**src/rtl/itch_pkg.sv**
```systemverilog
// Shared types for the ITCH decode path: message-type codes and the
// normalised order-event record carried from the decoders to the book engine.
package itch_pkg;

  localparam logic [7:0] MSG_ADD     = 8'h41;  // 'A'
  localparam logic [7:0] MSG_CANCEL  = 8'h58;  // 'X'
  localparam logic [7:0] MSG_DELETE  = 8'h44;  // 'D'
  localparam logic [7:0] MSG_REPLACE = 8'h55;  // 'U'

  // 8 + 64 + 64 + 32 + 32 + 1 = 201 bits
  typedef struct packed {
    logic [7:0]  msg_type;
    logic [63:0] order_ref;
    logic [63:0] new_order_ref;
    logic [31:0] shares;
    logic [31:0] price;
    logic        side;
  } order_event_t;

endpackage

```
**src/rtl/event_fifo.sv**
```systemverilog
// Circular FIFO of order_event_t records. A push while full is accepted
// only when a pop frees the head slot in the same cycle.
module event_fifo
  import itch_pkg::*;
#(
  parameter int DEPTH = 8
) (
  input  logic                     clk,
  input  logic                     rst,
  input  logic                     push,
  input  order_event_t             push_data,
  input  logic                     pop,
  output order_event_t             pop_data,
  output logic                     full,
  output logic                     empty,
  output logic [$clog2(DEPTH):0]   level
);

  localparam int PTR_W = $clog2(DEPTH);
  localparam int LVL_W = PTR_W + 1;

  order_event_t       mem [DEPTH];
  logic [PTR_W-1:0]   wr_ptr;
  logic [PTR_W-1:0]   rd_ptr;
  logic               do_push;
  logic               do_pop;

  assign full    = (level == LVL_W'(DEPTH));
  assign empty   = (level == '0);
  assign do_pop  = pop && !empty;
  assign do_push = push && (!full || do_pop);

  // Head reads as zero when empty so stale or unreset storage never leaks out.
  assign pop_data = empty ? '0 : mem[rd_ptr];

  always_ff @(posedge clk) begin
    if (do_push) begin
      mem[wr_ptr] <= push_data;
    end
  end

  always_ff @(posedge clk) begin
    if (rst) begin
      wr_ptr <= '0;
      rd_ptr <= '0;
      level  <= '0;
    end else begin
      if (do_push) begin
        wr_ptr <= wr_ptr + PTR_W'(1);
      end
      if (do_pop) begin
        rd_ptr <= rd_ptr + PTR_W'(1);
      end
      case ({do_push, do_pop})
        2'b10:   level <= level + LVL_W'(1);
        2'b01:   level <= level - LVL_W'(1);
        default: level <= level;
      endcase
    end
  end

endmodule

```
**src/rtl/itch_event_queue.sv**
```systemverilog
// Merges the four speculative ITCH decoder pulses into one prioritised
// order-event stream, buffered for the order-book engine with drop/collision flags.
module itch_event_queue #(
  parameter int DEPTH = 8,
  parameter int CNT_W = 16
) (
  input  logic                     clk,
  input  logic                     rst,
  input  logic                     add_valid,
  input  logic [63:0]              add_order_ref,
  input  logic                     add_side,
  input  logic [31:0]              add_shares,
  input  logic [31:0]              add_price,
  input  logic                     cancel_valid,
  input  logic [63:0]              cancel_order_ref,
  input  logic [31:0]              cancel_shares,
  input  logic                     delete_valid,
  input  logic [63:0]              delete_order_ref,
  input  logic                     replace_valid,
  input  logic [63:0]              replace_old_order_ref,
  input  logic [63:0]              replace_new_order_ref,
  input  logic [31:0]              replace_shares,
  input  logic [31:0]              replace_price,
  output logic                     out_valid,
  input  logic                     out_ready,
  output logic [7:0]               out_type,
  output logic [63:0]              out_order_ref,
  output logic [63:0]              out_new_order_ref,
  output logic [31:0]              out_shares,
  output logic [31:0]              out_price,
  output logic                     out_side,
  output logic                     overflow,
  output logic                     collision,
  output logic [CNT_W-1:0]         drop_count,
  output logic [$clog2(DEPTH):0]   level
);

  import itch_pkg::*;

  order_event_t cand;
  order_event_t head;
  logic [3:0]   valids;
  logic         push;
  logic         pop;
  logic         multi_valid;
  logic         fifo_full;
  logic         fifo_empty;
  logic         drop;

  assign valids      = {replace_valid, add_valid, cancel_valid, delete_valid};
  assign push        = |valids;
  assign multi_valid = ($countones(valids) > 1);

  // Only one record per cycle can enter; replace wins, then add, cancel, delete.
  always_comb begin
    cand = '0;
    if (replace_valid) begin
      cand.msg_type      = MSG_REPLACE;
      cand.order_ref     = replace_old_order_ref;
      cand.new_order_ref = replace_new_order_ref;
      cand.shares        = replace_shares;
      cand.price         = replace_price;
    end else if (add_valid) begin
      cand.msg_type      = MSG_ADD;
      cand.order_ref     = add_order_ref;
      cand.shares        = add_shares;
      cand.price         = add_price;
      cand.side          = add_side;
    end else if (cancel_valid) begin
      cand.msg_type      = MSG_CANCEL;
      cand.order_ref     = cancel_order_ref;
      cand.shares        = cancel_shares;
    end else if (delete_valid) begin
      cand.msg_type      = MSG_DELETE;
      cand.order_ref     = delete_order_ref;
    end
  end

  assign out_valid = !fifo_empty;
  assign pop       = out_valid && out_ready;
  assign drop      = push && fifo_full && !pop;

  event_fifo #(
    .DEPTH (DEPTH)
  ) u_fifo (
    .clk       (clk),
    .rst       (rst),
    .push      (push),
    .push_data (cand),
    .pop       (pop),
    .pop_data  (head),
    .full      (fifo_full),
    .empty     (fifo_empty),
    .level     (level)
  );

  assign out_type          = head.msg_type;
  assign out_order_ref     = head.order_ref;
  assign out_new_order_ref = head.new_order_ref;
  assign out_shares        = head.shares;
  assign out_price         = head.price;
  assign out_side          = head.side;

  // The byte stream cannot be stalled, so losses are reported, never back-pressured.
  always_ff @(posedge clk) begin
    if (rst) begin
      overflow   <= 1'b0;
      collision  <= 1'b0;
      drop_count <= '0;
    end else begin
      overflow  <= drop;
      collision <= multi_valid;
      if (drop && (drop_count != '1)) begin
        drop_count <= drop_count + CNT_W'(1);
      end
    end
  end

endmodule

```
**config.mk**
```make
export PLATFORM = sky130hd
export DESIGN_NAME = itch_event_queue
export DESIGN_NICKNAME = d
export VERILOG_FILES = /design/src/rtl/itch_pkg.sv /design/src/rtl/event_fifo.sv /design/src/rtl/itch_event_queue.sv
export SDC_FILE = /design/constraint.sdc
export NUM_CORES = 2
export LEC_CHECK = 0
export ABC_AREA = 1
export CORE_MARGIN = 4
export CORE_UTILIZATION = 30
export CTS_CLUSTER_SIZE = 14
export DETAILED_ROUTE_END_ITERATION = 8
export PLACE_DENSITY = 0.44
export SYNTH_ARGS = -nofsm -noshare
export SYNTH_HDL_FRONTEND = slang
export SYNTH_SLANG_ARGS = --single-unit
```
**constraint.sdc**
```tcl
create_clock -name clk -period 31.6 [get_ports clk]
set_input_delay 6.32 -clock clk [delete_from_list [all_inputs] [get_ports clk]]
set_output_delay 6.32 -clock clk [all_outputs]
set_load 0.005 [all_outputs]
```
==> flow_summary.yaml <==
pwr:
  ir_drop_mv: 0.0734
  power.total_mw: 6.92
  power_density_nw_per_um2: 84.5
  p_leak_nw: 27.8
final_layout:
  fin_area_um2: 81800
  nets: 6673
  fill_cells: 21537
  drive_above_1_share_pct: 5.21
  syn2layout_area_growth_pct: 22.7
setup_path:
  endpoint_kind: "output pin"
  cp_max_fo: 97
  critPathKind: "reg2out"
  cp.required_ps: 25280
  worstPathArrival_ps: 6590
  start_kind: "register"
placed_design:
  pre_cts_ws_ps: 19500
  gp_congestion: 0.817
  numPortBuffers: 708
  post-dp-hpwl_um: 116000
  dpl_cell_area_um2: 76300
clock_tree:
  cts_made_buffers: 180
  clock-root-buffer: "clkbuf_16"
  path_clk_slew_ps: 60
  cts_tree: "yes"
  clk_latency_ps: 820
  post_cts_buffers: 0
  clk_path_buf_depth: 3
  cts_resized: 0
  h-tree-depth: 4
  hold_buffers: 0
  numClockSinks: 1615
detailed_routing:
  drt-vias-per-instance: 4.84
  antenna_left: 0
  drt_iter0_drc: 3194
  wl_um: 208000
  route.detailed.drc: 0
  wire_per_inst_um: 22.4
  vias: 44884
  first_pass_iters: 5
synthesis:
  ys_ff_latch: 1615
  synth-simple-area-share_pct: 12.3
  synth-xor-area-share_pct: 0.105
  synth_fa_ha_area_share_pct: 0.180
  synth_cell_type_count: 33
  synthCells: 5602
  yosys-mux-area-fraction_pct: 0
  avgSynthCellArea_um2: 11.9
  synth_area_um2: 66700
  synth_compound_area_share_pct: 11.6
  yosys_warnings: 0
  yosysSeqAreaShare_pct: 72.3
  synth_top_family_by_area: "simple AND/OR/NAND/NOR gates"
sta:
  worst_pin_slew_ps: 1250
  fin_skew_ps: 26.4
  setup_viol: 0
  fmax_ghz: 0.0775
  slew_headroom_pct: 15.8
  finalCritPeriodShare_pct: 40.9
  hold_viol: 0
  setup_ws_ps: 18690
  drv_slew: 0
  timing.final.crit_period_ps: 12910
  fin_setup_tns_ps: 0
  rsz0062_at_grt: "false"
global_routing:
  grtUsageTotal_pct: 17.6
  gr-total-overflow: 0
  grt_max_degree: 346
  grt_pass1_vias: 45004
  antenna_found_initial: 14
  grt_pass1_wl_um: 305000
run_status:
  status: "completed"
floorplanning:
  ios: 712
  core_um2: 220000
  rows: 172
  fp.dieW_um: 479
  start_util_pct: 30.3
  die_area_um2: 230000
  die_h_um: 479
flow_run:
  cap_violations: 0
worst_hold_path:
  hold_path.class: "reg2reg"
## cell usage after synthesis, drive strengths merged
cell / number / area, µm²
ha: 8 / 100
edfxtp: 1584 / 47600
xnor2: 4 / 35.0
buf: 207 / 1270
a22oi: 49 / 368
o211ai: 198 / 1490
o22ai: 198 / 1240
clkinv: 2 / 7.51
nand3: 68 / 340
xor2: 4 / 35.0
a21oi: 22 / 110
a22o: 32 / 280
o21ai: 852 / 4260
nand4: 52 / 325
nand2: 560 / 2100
nor3: 2 / 10.0
nor2: 1436 / 5400
o21a: 1 / 7.51
inv: 99 / 377
conb: 1 / 3.75
clkbuf: 191 / 718
fa: 1 / 20.0
dfxtp: 31 / 621
## metrics by stage
| stage | util, % | instances | hold WS (ps) |
|---|---|---|---|
| after floorplan | - | 5604 | 433 |
| after global placement | 34.6 | 8952 | 450 |
| after detailed placement | 34.6 | 8952 | 448 |
| after CTS | 37.1 | 9277 | 457 |
| after global routing | 37.1 | 9278 | 472 |
| final | 37.1 | 9282 | 453 |
## sequential cells by signal, indices dropped and copies added (netlist names), named ones only
name	cells
u_fifo.mem	1584
drop_count	16
u_fifo.level	4
u_fifo.rd_ptr	3
u_fifo.wr_ptr	3
collision	1
overflow	1
## path summary, 6_finish.rpt
check | startpoint | cells past startpoint | slack [ps] | endpoint
max | register | 9 | 18690 | out_new_order_ref[27]
min reg2reg | u_fifo.rd_ptr[2]$_SDFFE_PP0P_ | 2 | 450 | register
min | u_fifo.rd_ptr[2]$_SDFFE_PP0P_ | 2 | 450 | register
max reg2reg | u_fifo.level[0]$_SDFFE_PP0P_ | 9 | 27250 | u_fifo.mem[7][120]$_DFFE_PP_
## power breakdown
part           internal (mW)  switching, mW  leakage, nW
registers               2.66         0.0637         14.9
logic                  0.798           1.43         10.2
clock network           1.12          0.856         2.67
## placed cells by master (no fill, tap or decap), types with 21 or more instances in the layout
master,instances
a21oi_1,22
a22o_1,32
a22oi_1,49
buf_4,71
clkbuf_1,56
clkbuf_16,181
clkdlybuf4s50_1,706
clkinv_1,41
clkinv_2,21
dfxtp_1,28
edfxtp_1,1584
inv_1,96
nand2_1,560
nand3_1,67
nand4_1,52
nor2_1,1426
o211ai_1,198
o21ai_0,647
o21ai_1,205
o22ai_1,198
## cell type report
class	count	area, µm²	share of cell area (%)
Sequential cell	1615	48200	58.9
Multi-Input combinational cell	3490	16200	19.8
Timing Repair Buffer	788	7800	9.53
Clock buffer	242	4810	5.88
Tap cell	2958	3700	4.52
Clock inverter	83	693	0.847
Inverter	101	419	0.512
Antenna cell	5	12.5	0.0153
## per-layer routing
metal / share of wire, % / vias to the layer above / global-route usage, % / wire [µm]
met5: 0.040 / - / 0 / 83
met4: 2.2 / 12 / 4.62 / 4630
met3: 4.9 / 241 / 3.29 / 10100
met2: 48 / 983 / 29.1 / 99200
met1: 45 / 22351 / 23.8 / 93900
li1: - / 21297 / - / -
## critical path, stage by stage (launching register included)
cell and delay [ps]:
dfxtp_4 830, buf_4 780, buf_4 890, buf_4 770
buf_4 900, o21ai_0 210, o211ai_1 220, nand2_1 70
nor2_1 280, clkdlybuf4s50_1 560
## logic make-up (layout without fill, tap and decap cells)
group | after synthesis | count (layout)
AND/OR/NAND/NOR | 2118 | 2118
flip-flops | 1615 | 1615
AO/OA/AOI/OAI | 1352 | 1352
buffers and inverters | 499 | 1214
adder cells (fa/ha/maj) | 9 | 9
XOR/XNOR | 8 | 8
other | 1 | 8
(Power assumes the default switching activity.)
